<file path="src/rtl/imem_prog_loader_pkg.sv">
// rtl/imem_prog_loader_pkg.sv - shared types and constants for the instruction-memory loader
package loader_pkg;
  localparam int         INSTR_W  = 9;
  localparam logic [7:0] HDR_BYTE = 8'hA5;

  typedef enum logic [2:0] {
    ST_IDLE,
    ST_LEN_LO,
    ST_LEN_HI,
    ST_INSTR_LO,
    ST_INSTR_HI,
    ST_CHECK,
    ST_DONE,
    ST_ERROR
  } state_e;
endpackage

</file>
<file path="src/rtl/imem_prog_loader_if.sv">
// rtl/imem_prog_loader_if.sv - byte stream in, instruction-memory write port out
interface imem_prog_loader_if
  import loader_pkg::*;
#(
  parameter int ADDR_W = 8
);
  logic [7:0]         in_data;
  logic               in_valid;
  logic               in_ready;
  logic               imem_we;
  logic [ADDR_W-1:0]  imem_addr;
  logic [INSTR_W-1:0] imem_wdata;

  modport master (
    output in_data, in_valid,
    input  in_ready, imem_we, imem_addr, imem_wdata
  );

  modport slave (
    input  in_data, in_valid,
    output in_ready, imem_we, imem_addr, imem_wdata
  );
endinterface

</file>
<file path="src/rtl/imem_prog_loader_checksum.sv">
// rtl/imem_prog_loader_checksum.sv - 8-bit running XOR over the frame body
module frame_checksum (
  input  logic       clk,
  input  logic       reset,
  input  logic       clr_i,
  input  logic       en_i,
  input  logic [7:0] data_i,
  output logic       match_o
);
  logic [7:0] sum_q;
  logic [7:0] sum_d;

  // clear wins so the header byte never contributes to the sum
  always_comb begin
    sum_d = sum_q;
    if (clr_i)     sum_d = 8'h00;
    else if (en_i) sum_d = sum_q ^ data_i;
  end

  always_ff @(posedge clk or negedge reset) begin
    if (!reset) sum_q <= 8'h00;
    else        sum_q <= sum_d;
  end

  assign match_o = (sum_q == data_i);
endmodule

</file>
<file path="src/rtl/imem_prog_loader.sv">
// rtl/imem_prog_loader.sv - frames a byte stream into 9-bit instruction writes,
// holds the CPU until the frame checksum verifies
module imem_prog_loader
  import loader_pkg::*;
#(
  parameter int ADDR_W = 8,
  parameter int DEPTH  = 256
) (
  input  logic                clk,
  input  logic                reset,
  imem_prog_loader_if.slave   bus,
  input  logic                err_clr,
  output logic                cpu_hold,
  output logic                load_done,
  output logic                load_err
);
  state_e             state_q;
  logic [15:0]        len_q;
  logic [15:0]        idx_q;
  logic [7:0]         lo_q;
  logic               in_ready_q;
  logic               we_q;
  logic [ADDR_W-1:0]  addr_q;
  logic [INSTR_W-1:0] wdata_q;
  logic               hold_q;
  logic               done_q;
  logic               err_q;

  logic        accept_d;
  logic        hdr_d;
  logic [15:0] len_d;
  logic [15:0] idx_d;
  logic        sum_en_d;
  logic        sum_clr_d;
  logic        sum_match;

  assign accept_d  = bus.in_valid && in_ready_q;
  assign hdr_d     = accept_d && (bus.in_data == HDR_BYTE)
                     && (state_q == ST_IDLE || state_q == ST_DONE);
  assign len_d     = {bus.in_data, len_q[7:0]};
  assign idx_d     = idx_q + 16'd1;
  assign sum_clr_d = hdr_d;
  assign sum_en_d  = accept_d && (state_q == ST_LEN_LO || state_q == ST_LEN_HI ||
                                  state_q == ST_INSTR_LO || state_q == ST_INSTR_HI);

  frame_checksum u_checksum (
    .clk     (clk),
    .reset   (reset),
    .clr_i   (sum_clr_d),
    .en_i    (sum_en_d),
    .data_i  (bus.in_data),
    .match_o (sum_match)
  );

  always_ff @(posedge clk or negedge reset) begin
    if (!reset) begin
      state_q    <= ST_IDLE;
      len_q      <= '0;
      idx_q      <= '0;
      lo_q       <= '0;
      in_ready_q <= 1'b0;
      we_q       <= 1'b0;
      addr_q     <= '0;
      wdata_q    <= '0;
      hold_q     <= 1'b1;
      done_q     <= 1'b0;
      err_q      <= 1'b0;
    end else begin
      // the write cycle is the only one that drops ready
      we_q       <= 1'b0;
      in_ready_q <= 1'b1;
      case (state_q)
        ST_IDLE, ST_DONE: begin
          if (hdr_d) begin
            state_q <= ST_LEN_LO;
            hold_q  <= 1'b1;
            done_q  <= 1'b0;
            idx_q   <= '0;
          end
        end
        ST_LEN_LO: begin
          if (accept_d) begin
            len_q[7:0] <= bus.in_data;
            state_q    <= ST_LEN_HI;
          end
        end
        ST_LEN_HI: begin
          if (accept_d) begin
            len_q <= len_d;
            if (len_d > 16'(DEPTH)) begin
              state_q <= ST_ERROR;
              err_q   <= 1'b1;
            end else if (len_d == 16'd0) begin
              state_q <= ST_CHECK;
            end else begin
              state_q <= ST_INSTR_LO;
            end
          end
        end
        ST_INSTR_LO: begin
          if (accept_d) begin
            lo_q    <= bus.in_data;
            state_q <= ST_INSTR_HI;
          end
        end
        ST_INSTR_HI: begin
          if (accept_d) begin
            if (bus.in_data[7:1] != 7'd0) begin
              state_q <= ST_ERROR;
              err_q   <= 1'b1;
            end else begin
              we_q       <= 1'b1;
              in_ready_q <= 1'b0;
              addr_q     <= idx_q[ADDR_W-1:0];
              wdata_q    <= {bus.in_data[0], lo_q};
              idx_q      <= idx_d;
              state_q    <= (idx_d == len_q) ? ST_CHECK : ST_INSTR_LO;
            end
          end
        end
        ST_CHECK: begin
          if (accept_d) begin
            if (sum_match) begin
              state_q <= ST_DONE;
              done_q  <= 1'b1;
              hold_q  <= 1'b0;
            end else begin
              state_q <= ST_ERROR;
              err_q   <= 1'b1;
            end
          end
        end
        ST_ERROR: begin
          if (err_clr) begin
            state_q <= ST_IDLE;
            err_q   <= 1'b0;
          end
        end
        default: state_q <= ST_IDLE;
      endcase
    end
  end

  assign bus.in_ready   = in_ready_q;
  assign bus.imem_we    = we_q;
  assign bus.imem_addr  = addr_q;
  assign bus.imem_wdata = wdata_q;
  assign cpu_hold       = hold_q;
  assign load_done      = done_q;
  assign load_err       = err_q;
endmodule

</file>
<file path="src/flat_wrapper.sv">
// flat-port wrapper written by rule: the top's interface ports become plain ports
module imem_prog_loader_flat import loader_pkg::*;
#(
  parameter int ADDR_W = 8,
  parameter int DEPTH  = 256
)
  (clk, reset, err_clr, cpu_hold, load_done, load_err, bus_in_data, bus_in_valid, bus_in_ready, bus_imem_we, bus_imem_addr, bus_imem_wdata);
  imem_prog_loader_if #(.ADDR_W(ADDR_W)) bus_i ();
  input  logic clk;
  input  logic reset;
  input  logic err_clr;
  output logic cpu_hold;
  output logic load_done;
  output logic load_err;
  input wire logic [$bits(bus_i.in_data)-1:0] bus_in_data;
  input wire logic [$bits(bus_i.in_valid)-1:0] bus_in_valid;
  output wire logic [$bits(bus_i.in_ready)-1:0] bus_in_ready;
  output wire logic [$bits(bus_i.imem_we)-1:0] bus_imem_we;
  output wire logic [$bits(bus_i.imem_addr)-1:0] bus_imem_addr;
  output wire logic [$bits(bus_i.imem_wdata)-1:0] bus_imem_wdata;
  assign bus_i.in_data = bus_in_data;
  assign bus_i.in_valid = bus_in_valid;
  assign bus_in_ready = bus_i.in_ready;
  assign bus_imem_we = bus_i.imem_we;
  assign bus_imem_addr = bus_i.imem_addr;
  assign bus_imem_wdata = bus_i.imem_wdata;
  imem_prog_loader #(.ADDR_W(ADDR_W), .DEPTH(DEPTH)) u_core (.clk(clk), .reset(reset), .bus(bus_i), .err_clr(err_clr), .cpu_hold(cpu_hold), .load_done(load_done), .load_err(load_err));
endmodule
</file>
<file path="config.mk">
export PLATFORM = sky130hd
export DESIGN_NAME = imem_prog_loader_flat
export DESIGN_NICKNAME = d
export VERILOG_FILES = /design/src/rtl/imem_prog_loader_pkg.sv /design/src/rtl/imem_prog_loader_if.sv /design/src/rtl/imem_prog_loader_checksum.sv /design/src/rtl/imem_prog_loader.sv /design/src/flat_wrapper.sv
export SDC_FILE = /design/constraint.sdc
export NUM_CORES = 1
export LEC_CHECK = 0
export BUFFER_PORTS_ARGS = -buffer_cell sky130_fd_sc_hd__buf_4
export CORE_MARGIN = 2
export CORE_UTILIZATION = 54
export CTS_BUF_LIST = sky130_fd_sc_hd__clkbuf_16
export DETAILED_ROUTE_END_ITERATION = 8
export GPL_TIMING_DRIVEN = 0
export HOLD_SLACK_MARGIN = 0.05
export PLACE_DENSITY_LB_ADDON = 0.1
export SLEW_MARGIN = 20
export SYNTH_ARGS = -nofsm -noshare
export SYNTH_HDL_FRONTEND = slang
export SYNTH_SLANG_ARGS = --single-unit
</file>
<file path="constraint.sdc">
create_clock -name clk -period 2.2 [get_ports clk]
set_clock_uncertainty 0.05 [all_clocks]
set_input_delay 0.22 -clock clk [delete_from_list [all_inputs] [get_ports clk]]
set_output_delay 0.22 -clock clk [all_outputs]
set_load 0.01 [all_outputs]
</file>
Yosys cells after proc, flatten, opt, wreduce, memory -nomap -nowiden
Cells that the tools add are included.
{"block": "op_classes", "bitwise_logic": 3, "n_addsub": 1, "n_reduce_logical": 24, "mux": 43, "n_lt_le_gt_ge": 1, "n_eq_ne": 22}
{"operator": "$mux W16", "count": 3}
{"operator": "$mux W3", "count": 11}
{"operator": "$pmux W16 S2", "count": 1}
{"operator": "$mux W8", "count": 3}
{"operator": "$pmux W3 S7", "count": 1}
{"operator": "$mux W1", "count": 20}
{"operator": "$add A16 B1 Y16 const B", "count": 1}
{"operator": "$eq A16 B16 Y1", "count": 1}
{"operator": "$gt A16 B9 Y1 const B", "count": 1}
{"operator": "$logic_not A16 Y1", "count": 1}
{"operator": "$pmux W8 S2", "count": 1}
{"operator": "$ne A2 B1 Y1 const B", "count": 7}
{"operator": "$eq A3 B3 Y1 const B", "count": 4}
{"operator": "$ne A2 B2 Y1 const B", "count": 5}
{"operator": "$eq A8 B8 Y1", "count": 1}
{"operator": "$eq A8 B8 Y1 const B", "count": 1}
{"operator": "$reduce_and A4 Y1", "count": 2}
{"operator": "$reduce_and A8 Y1", "count": 1}
{"operator": "$xor A8 B8 Y8", "count": 1}
{"operator": "$reduce_and A7 Y1", "count": 1}
{"operator": "$reduce_bool A7 Y1", "count": 1}
{"operator": "$eq A3 B2 Y1 const B", "count": 2}
{"operator": "$reduce_and A3 Y1", "count": 2}
{"operator": "$reduce_bool A2 Y1", "count": 3}
{"operator": "10 further kinds", "count": 19}
{"block": "word_totals", "inputBits": 12, "ff_bits": 73, "out_inout_bits": 22, "word_cells": 107}

Logic depth before layout (Yosys ltp)
Gate-level depths: netlist of the first run.
{"block": "logic_depth", "ltp_word": 7, "depth_mapped": 9, "ltp_nobuf": 7}

By module
A second synthesis of the first run with hierarchy kept.
{"block": "unflattened", "cells_unflattened": 414, "hier_area_um2": 3943.8}
{"module": "imem_prog_loader", "cells_per_inst": 369, "seq_area_each_um2": 1627.8, "area_per_inst_um2": 3518.4, "instances": 1}
{"module": "frame_checksum", "cells_per_inst": 45, "seq_area_each_um2": 200.2, "area_per_inst_um2": 425.4, "instances": 1}

Least setup slack after synthesis of the first run
OpenSTA, ideal clock, no wires.
{"block": "synth_path", "kind": "input to register", "start": "in bus_in_data[1]", "end": "reg u_core.idx_q[5]", "n_path_buf": 3, "cell_stages": 7, "arrival_ns": 2.188, "setup_time_ns": 0.103, "slack_ns": -0.141, "required_time_ns": 2.047, "path_cell_list": "or4_4 > or4_1 > buf_2 > or3_1 > buf_6 > buf_6 > o41ai_2"}
{"block": "synth_between", "elab_chain_cells": 5, "elab_cells_between_ends": 7, "classes_between": "eq/ne (3); reduce/logical (4)"}
{"element": "start: declaration", "line_no": "flat_wrapper.sv:15", "text": "input wire logic [$bits(bus_i.in_data)-1:0] bus_in_data;"}
{"element": "$eq A8 B8 Y1", "line_no": "imem_prog_loader.sv:38", "text": "assign hdr_d = accept_d && (bus.in_data == HDR_BYTE)"}
{"element": "$logic_and A1 B1 Y1", "line_no": "imem_prog_loader.sv:38"}
{"element": "$logic_and A1 B1 Y1", "line_no": "imem_prog_loader.sv:39", "text": "&& (state_q == ST_IDLE || state_q == ST_DONE);"}
{"element": "$ne A2 B1 Y1 (no line)"}
{"element": "$reduce_and A4 Y1 (no line) (*)"}
{"element": "end signal: assignment", "line_no": "imem_prog_loader.sv:116", "text": "idx_q <= idx_d;"}
{"element": "end: declaration", "line_no": "imem_prog_loader.sv:19", "text": "logic [15:0] idx_q;"}
Mark *: on every way between the ends. The rest lies on a longest branch, timed or not.
A chain may end at the register's enable or synchronous reset.

Worst setup path after layout of the first run
{"block": "layout_path", "start": "reg u_core.idx_q[1]", "end": "reg u_core.state_q[2]"}
{"block": "layout_between", "elab_chain_cells": 6}
{"element": "$add A16 B1 Y16", "line_no": "imem_prog_loader.sv:41", "text": "assign idx_d = idx_q + 16'd1;"}
{"element": "$eq A16 B16 Y1", "line_no": "imem_prog_loader.sv:117", "text": "state_q <= (idx_d == len_q) ? ST_CHECK : ST_INSTR_LO;"}
{"element": "$mux W3", "line_no": "imem_prog_loader.sv:117"}
{"element": "$mux W3", "line_no": "imem_prog_loader.sv:108", "text": "if (bus.in_data[7:1] != 7'd0) begin"}
{"element": "$mux W3", "line_no": "imem_prog_loader.sv:107", "text": "if (accept_d) begin"}
{"element": "$pmux W3 S7", "line_no": "imem_prog_loader.sv:72", "text": "case (state_q)"}
{"element": "end signal: assignment", "line_no": "imem_prog_loader.sv:117"}
{"element": "end: declaration", "line_no": "imem_prog_loader.sv:17", "text": "state_e state_q;"}
Every way passes these cells. The select of a mux whose other input is x is not followed.

==> load_flow_metrics.sql, run 1 <==
INSERT INTO impl_metrics (metric_group, metric, value, unit) VALUES
('status', 'outcome', 'finished, violations left', ''),
('status', 'failed_checks', 'setup timing', ''),
('worst_hold_path', 'worstHoldPathType', 'input port to flip-flop', ''),
('finish', 'nNetsFinal', '465', ''),
('clocking', 'root_buffer', 'clkbuf_16', ''),
('clocking', 'htreeDepth', '3', ''),
('worst_setup_path', 'worst-r2r-setup-slack', '-30', 'ps'),
('sta', 'period_needed', '2230', 'ps'),
('finish', 'n_antenna_cell', '0', ''),
('grt', 'grt_use_total', '25.5', '%'),
('grt', 'grt_pass1_vias', '3050', ''),
('sta', 'report.final.setup_viol', '2', ''),
('routing', 'antenna_viol_nets_final', '0', ''),
('pwr', 'power_leakage', '2.14', 'nW'),
('sta', 'finalCritPeriodShare', '101', '%'),
('job', 'cap_viol_max_count', '0', ''),
('yosys', 'ys.warnings.count', '0', ''),
('sta', 'finalWorstSetupSlack', '-31.3', 'ps'),
('finish', 'design_area', '4890', 'µm²'),
('finish', 'layout-drive-gt1-share', '31.3', '%'),
('pwr', 'power_density', '1030', 'nW/µm²'),
('grt', 'initial_antenna_violation_count', '0', ''),
('finish', 'seqCellArea', '1840', 'µm²'),
('worst_setup_path', 'data_arrival_time_of_the_critical_path', '2360', 'ps'),
('clocking', 'numCtsBuffers', '9', ''),
('sta', 'hold-worst-slack', '107', 'ps'),
('yosys', 'postSynthCellCount', '398', ''),
('yosys', 'cell_taking_the_most_area_after_synthesis', 'dfrtp_1', ''),
('placement', 'place_congestion', '0.914', ''),
('worst_setup_path', 'start_kind', 'flip-flop', ''),
('grt', 'grt_max_degree', '74', ''),
('clocking', 'tritoncts', 'yes', ''),
('worst_setup_path', 'worst_ep_required_time', '2330', 'ps'),
('sta', 'finalHoldViolCount', '0', ''),
('routing', 'dr_wl_met2', '4800', 'µm'),
('finish', 'area_delta_synth_final', '28.4', '%'),
('placement', 'dp_hpwl', '5910', 'µm'),
('finish', 'layout.core_utilization', '72.0', '%'),
('worst_setup_path', 'cp_top_family', 'simple AND/OR/NAND/NOR gates', ''),
('routing', 'drt_iter0_drc', '151', ''),
('yosys', 'post_synth_edffs', '0', ''),
('yosys', 'synth_top_area_share', '47.3', '%'),
('floorplanning', 'initial_utilization', '56.1', '%'),
('floorplanning', 'chipHeight', '88.0', 'µm'),
('sta', 'finalMaxSlewViolations', '0', ''),
('sta', 'timing.fmax', '448', 'MHz'),
('clocking', 'cts.sink_count', '73', ''),
('floorplanning', 'ioPinCount', '34', ''),
('floorplanning', 'floorplan.die_area', '7750', 'µm²'),
('worst_setup_path', 'crit_top_cell', 'nand4_1', ''),
('worst_setup_path', 'critical_path.cell_chain', 'ha_4, nand4_1, or4_4, o21a_1, or3_1, nand4_1, a41oi_1', ''),
('sta', 'worst-slew-pin-transition', '927', 'ps'),
('yosys', 'post_synth.cell_area_avg', '9.58', 'µm²'),
('yosys', 'post_synth_main_area_contributors', 'dfrtp_1 47%, nand2_1 7.9%, mux2_2 7.4%', ''),
('clocking', 'worst_setup_hold_path_clk_slew', '70', 'ps'),
('worst_setup_path', 'crit_fanout', '4', ''),
('routing', 'via_per_inst', '5.71', ''),
('clocking', 'worst_skew_pair.late_latency', '330', 'ps'),
('floorplanning', 'design.core.area', '6790', 'µm²'),
('yosys', 'mappedNetlistArea', '3810', 'µm²'),
('grt', 'grt_first_pass_wirelength', '15000', 'µm'),
('placement', 'placedInstanceArea', '4160', 'µm²'),
('yosys', 'synth.yosys.seq_area_share', '48.0', '%'),
('yosys', 'netlist-cell-type-count', '54', ''),
('routing', 'maxUsedRoutingLayer', 'met4', ''),
('worst_setup_path', 'cp_num_buf_inv', '0', ''),
('yosys', 'yosys.cell_count.top_type', 'nand2_1', ''),
('routing', 'routed_wirelength', '9660', 'µm'),
('worst_setup_path', 'worst_path_max_delay_cell', 'or4_4', ''),
('worst_setup_path', 'cpPeakStageDelay', '570', 'ps'),
('worst_setup_path', 'path_class', 'flip-flop to flip-flop', '');
kinds of logic (layout without fill, tap and decap cells):
logic type / count (synthesis) / count (layout) / share of synthesized area [%]
buf+inv: 27 / 86 / 3.48
flops: 73 / 73 / 48.0
fa+ha+maj: 1 / 1 / 0.328
xor+xnor: 37 / 37 / 8.50
simple gates: 170 / 170 / 20.9
compound gates: 64 / 64 / 11.2
mux: 26 / 26 / 7.65
layout make-up:
class                           instances  share of cell area [%]
Buffer                                 20                    3.12
Inverter                                3                   0.486
Timing Repair inverter                  1                   0.179
Multi-Input combinational cell        298                    41.7
Tap cell                               96                    2.45
Clock inverter                          7                    2.28
Timing Repair Buffer                   46                    7.64
Clock buffer                            9                    4.60
Sequential cell                        73                    37.6
per-stage QoR:
step / worst slack [ps] / power [mW]
finish: -31.3 / 5.04
detailed placement: -811 / 3.28
global route: -103 / 5.30
CTS: -6.92 / 4.97
floorplan: -103 / 2.95
global placement: -774 / 3.23
power breakdown:
| group | internal (mW) | switching [mW] | total [mW] |
|---|---|---|---|
| registers | 1.69 | 0.309 | 2.00 |
| clock network | 1.02 | 0.628 | 1.65 |
| logic | 0.693 | 0.695 | 1.39 |
cell usage in the layout, fill, tap and decap left out, drive strengths merged, types with 5 or more instances in the layout:
cell    count
a21oi       6
and2        9
buf        55
clkbuf     19
dfrtp      72
inv         6
mux2       25
nand2      80
nand3      10
nand4       7
nor2       29
nor3        6
o21ai      24
o31ai       9
or3         5
xnor2      18
xor2       19
path summary, 6_finish.rpt:
kind | from | to | cells after the start
setup / recovery | u_core.idx_q[1]$_DFFE_PN0P_ | u_core.state_q[2]$_DFFE_PN0P_ | 7
hold / removal | bus_in_data[1] | u_core.lo_q[1]$_DFFE_PN0P_ | 2
setup reg to reg | u_core.idx_q[1]$_DFFE_PN0P_ | u_core.state_q[2]$_DFFE_PN0P_ | 7
hold reg to reg | u_core.lo_q[4]$_DFFE_PN0P_ | u_core.bus.imem_wdata[4]$_DFFE_PN0P_ | 2
max in group asynchronous | reset | u_core.idx_q[7]$_DFFE_PN0P_ | 2
min in group asynchronous | reset | u_core.bus.imem_we$_DFF_PN0_ | 2
flip-flops by register name, indices dropped and copies added (netlist names):
name and count:
u_core.lo_q 8, u_core.load_err 1, u_core.cpu_hold 1, u_core.state_q 3, u_core.load_done 1, u_core.bus.imem_addr 8, u_core.u_checksum.sum_q 8, u_core.bus.in_ready 1
u_core.idx_q 16, u_core.bus.imem_wdata 9, u_core.len_q 16, u_core.bus.imem_we 1
what timing repair did:
item,4_1_cts,5_1_grt
setup endpoints to repair,42,37
buffers inserted,9,5
pin swaps,3,7
resized for setup,25,54
hold endpoints to repair,72,0
cloned,0,3
hold buffers,1,0
layer usage:
layer	vias up	track usage, %
li1	1495	-
met1	1550	33.1
met2	91	41.4
met3	23	4.52
met4	0	12.4
met5	-	0
(Power assumes the default switching activity.)
==> run 2, diff against run 1 <==
--- a/config.mk
+++ b/config.mk
@@ -13,7 +13,7 @@
 export GPL_TIMING_DRIVEN = 0
 export HOLD_SLACK_MARGIN = 0.05
 export PLACE_DENSITY_LB_ADDON = 0.1
-export SLEW_MARGIN = 20
+export RECOVER_POWER = 100
 export SYNTH_ARGS = -nofsm -noshare
 export SYNTH_HDL_FRONTEND = slang
 export SYNTH_SLANG_ARGS = --single-unit
==> run 2 against run 1 <==
Effect of this change:
- the run still ends with setup timing left
- worst hold slack got worse by 1.7 ps
- sequential cell count did not move
- count of clock-buffer cells in the layout is the same
- cell count stayed put
- non-clock buffer count did not move
- register-to-register slack barely moved
- final area is 2.0% lower
==> load_flow_metrics.sql, run 2 (same netlist as run 1, synthesis figures left out) <==
INSERT INTO impl_metrics (metric_group, metric, value, unit) VALUES
('status', 'outcome', 'finished, violations left', ''),
('status', 'failed_checks', 'setup timing', ''),
('clocking', 'worst_skew_pair.late_latency', '330', 'ps'),
('grt', 'grt_max_degree', '74', ''),
('sta', 'hold-worst-slack', '105', 'ps'),
('finish', 'nNetsFinal', '465', ''),
('sta', 'finalWorstSetupSlack', '-40.9', 'ps'),
('routing', 'via_per_inst', '5.71', ''),
('floorplanning', 'floorplan.rows', '30', ''),
('finish', 'n_antenna_cell', '0', ''),
('worst_setup_path', 'crit_top_cell', 'nand4_1', ''),
('finish', 'layout.core_utilization', '70.6', '%'),
('clocking', 'htreeDepth', '3', ''),
('placement', 'numPlacedInstances', '523', ''),
('routing', 'routed_wirelength', '9650', 'µm'),
('placement', 'dp_hpwl', '5910', 'µm'),
('routing', 'drt_iter0_drc', '167', ''),
('floorplanning', 'initial_utilization', '56.1', '%'),
('clocking', 'tritoncts', 'yes', ''),
('grt', 'top_usage_layer', 'met2', ''),
('grt', 'globalRouteOverflowTotal', '0', ''),
('placement', 'place_congestion', '0.914', ''),
('worst_setup_path', 'cp-end-kind', 'flip-flop', ''),
('floorplanning', 'chipHeight', '88.0', 'µm'),
('clocking', 'root_buffer', 'clkbuf_16', ''),
('floorplanning', 'floorplan.die_area', '7750', 'µm²'),
('sta', 'timing.fmax', '446', 'MHz'),
('job', 'cap_viol_max_count', '0', ''),
('worst_hold_path', 'worstHoldPathType', 'input port to flip-flop', ''),
('sta', 'grt_setup_unrepaired', 'true', ''),
('worst_setup_path', 'worst_ep_required_time', '2330', 'ps'),
('finish', 'most-common-layout-cells', '79 x nand2_1, 64 x dfrtp_1, 30 x clkbuf_1, 25 x mux2_2, 23 x nor2_1', ''),
('grt', 'grt_use_met3', '4.52', '%'),
('grt', 'initial_antenna_violation_count', '0', ''),
('worst_setup_path', 'crit_fanout', '4', ''),
('worst_setup_path', 'start_kind', 'flip-flop', ''),
('floorplanning', 'design.core.area', '6790', 'µm²'),
('floorplanning', 'ioPinCount', '34', ''),
('sta', 'relSlewSlack', '38.4', '%'),
('grt', 'grt_use_total', '25.5', '%'),
('finish', 'layout_commonest_cell', 'nand2_1', ''),
('pwr', 'power_leakage', '2.04', 'nW'),
('pwr', 'power_density', '1050', 'nW/µm²'),
('sta', 'finalCritPeriodShare', '102', '%'),
('grt', 'grt_first_pass_wirelength', '15000', 'µm'),
('sta', 'report.final.setup_viol', '3', ''),
('sta', 'finalMaxSlewViolations', '0', ''),
('routing', 'wl_per_cell', '17.4', 'µm'),
('grt', 'grt.met1_usage', '33.1', '%'),
('floorplanning', 'chipWidth', '88.0', 'µm'),
('routing', 'drc', '0', ''),
('worst_setup_path', 'critical_path.cell_chain', 'ha_4, nand4_1, or4_4, o21a_1, or3_1, nand4_1, a41oi_1', ''),
('clocking', 'cts.sink_count', '73', ''),
('placement', 'buffer_ports.inserted', '29', ''),
('finish', 'final_cell_count_no_fill', '553', ''),
('sta', 'worst-slew-pin-transition', '924', 'ps'),
('routing', 'drt-pass1-iter-count', '4', ''),
('finish', 'area_delta_synth_final', '25.8', '%'),
('finish', 'layout-drive-gt1-share', '26.5', '%'),
('worst_setup_path', 'data_arrival_time_of_the_critical_path', '2370', 'ps'),
('sta', 'finalHoldViolCount', '0', ''),
('worst_setup_path', 'path_class', 'flip-flop to flip-flop', ''),
('clocking', 'clock_tree.buffer_depth', '2', ''),
('grt', 'grt_pass1_vias', '3050', ''),
('clocking', 'numCtsBuffers', '9', ''),
('grt', 'use_met2', '41.4', '%'),
('pwr', 'power', '5.03', 'mW'),
('clocking', 'worst_setup_hold_path_clk_slew', '70', 'ps'),
('sta', 'period_needed', '2240', 'ps'),
('routing', 'antenna_viol_nets_final', '0', ''),
('routing', 'detailroute.via_count', '3159', ''),
('pwr', 'power.ir.vdd_worst', '0.672', 'mV'),
('worst_setup_path', 'worst_path_max_delay_cell', 'or4_4', ''),
('worst_setup_path', 'cpPeakStageDelay', '570', 'ps');
## run 2: cell count changes in the layout (fill, tap and decap cells not counted)
cell / previous run / this run
clkbuf_4: 0 / 1
and2_1: 9 / 8
buf_12: 1 / 0
and2_0: 0 / 1
clkbuf_1: 8 / 30
clkbuf_2: 1 / 3
buf_4: 45 / 21
## run 2: layout make-up
cell class	instances	area (µm²)
fillers	512	2000
repair inverters	1	8.76
multi-input cells	298	2040
clock inverters	7	111
well taps	96	120
inverters	3	23.8
flip-flops and latches	73	1840
clock buffers	9	225
plain buffers	20	135
repair buffers	46	292
## run 2: worst paths after layout
kind,start,end,slack [ps],depth (start not counted)
max,u_core.idx_q[1]$_DFFE_PN0P_,u_core.state_q[2]$_DFFE_PN0P_,-40,7
min reg2reg,u_core.bus.imem_wdata[1]$_DFFE_PN0P_,u_core.bus.imem_wdata[1]$_DFFE_PN0P_,420,2
min in group asynchronous,reset,u_core.bus.imem_we$_DFF_PN0_,510,2
min,bus_in_data[1],u_core.lo_q[1]$_DFFE_PN0P_,110,2
max reg2reg,u_core.idx_q[1]$_DFFE_PN0P_,u_core.state_q[2]$_DFFE_PN0P_,-40,7
max in group asynchronous,reset,u_core.idx_q[9]$_DFFE_PN0P_,920,2
## run 2: worst max-delay path: cells and delay by family (launching register included)
kind	cells	cell delay, ps
AND/OR/NAND/NOR	4	1170
AO/OA/AOI/OAI	2	260
adder cells (fa/ha/maj)	1	160
flip-flops	1	430
## run 2: what timing repair did
action | CTS | global route
hold buffers | 1 | 0
gates cloned | 0 | 3
gates resized for setup | 25 | 54
buffers inserted | 9 | 5
endpoints found under the hold margin | 72 | 0
setup endpoints to repair | 42 | 37
pin swaps | 3 | 7
## run 2: metal layers
metal,share of wire (%),vias to the layer above
li1,-,1489
met3,4.0,25
met4,2.9,0
met2,49,75
met1,44,1570
met5,0,-
## run 2: power by group
group | total [mW] | switching, mW | internal (mW)
sequential | 2.00 | 0.309 | 1.69
clock | 1.65 | 0.630 | 1.02
combinational | 1.37 | 0.696 | 0.678
## run 2: through the flow
step                      instance area, µm²  setup TNS [ps]  setup slack [ps]
final                                   4790           -69.9             -40.9
after global routing                    4790           -1420              -103
after CTS                               4640           -7.72             -6.92
after detailed placement                4160          -17960              -811
after global placement                  4160          -16870              -774
after floorplan                         3820            -695              -103
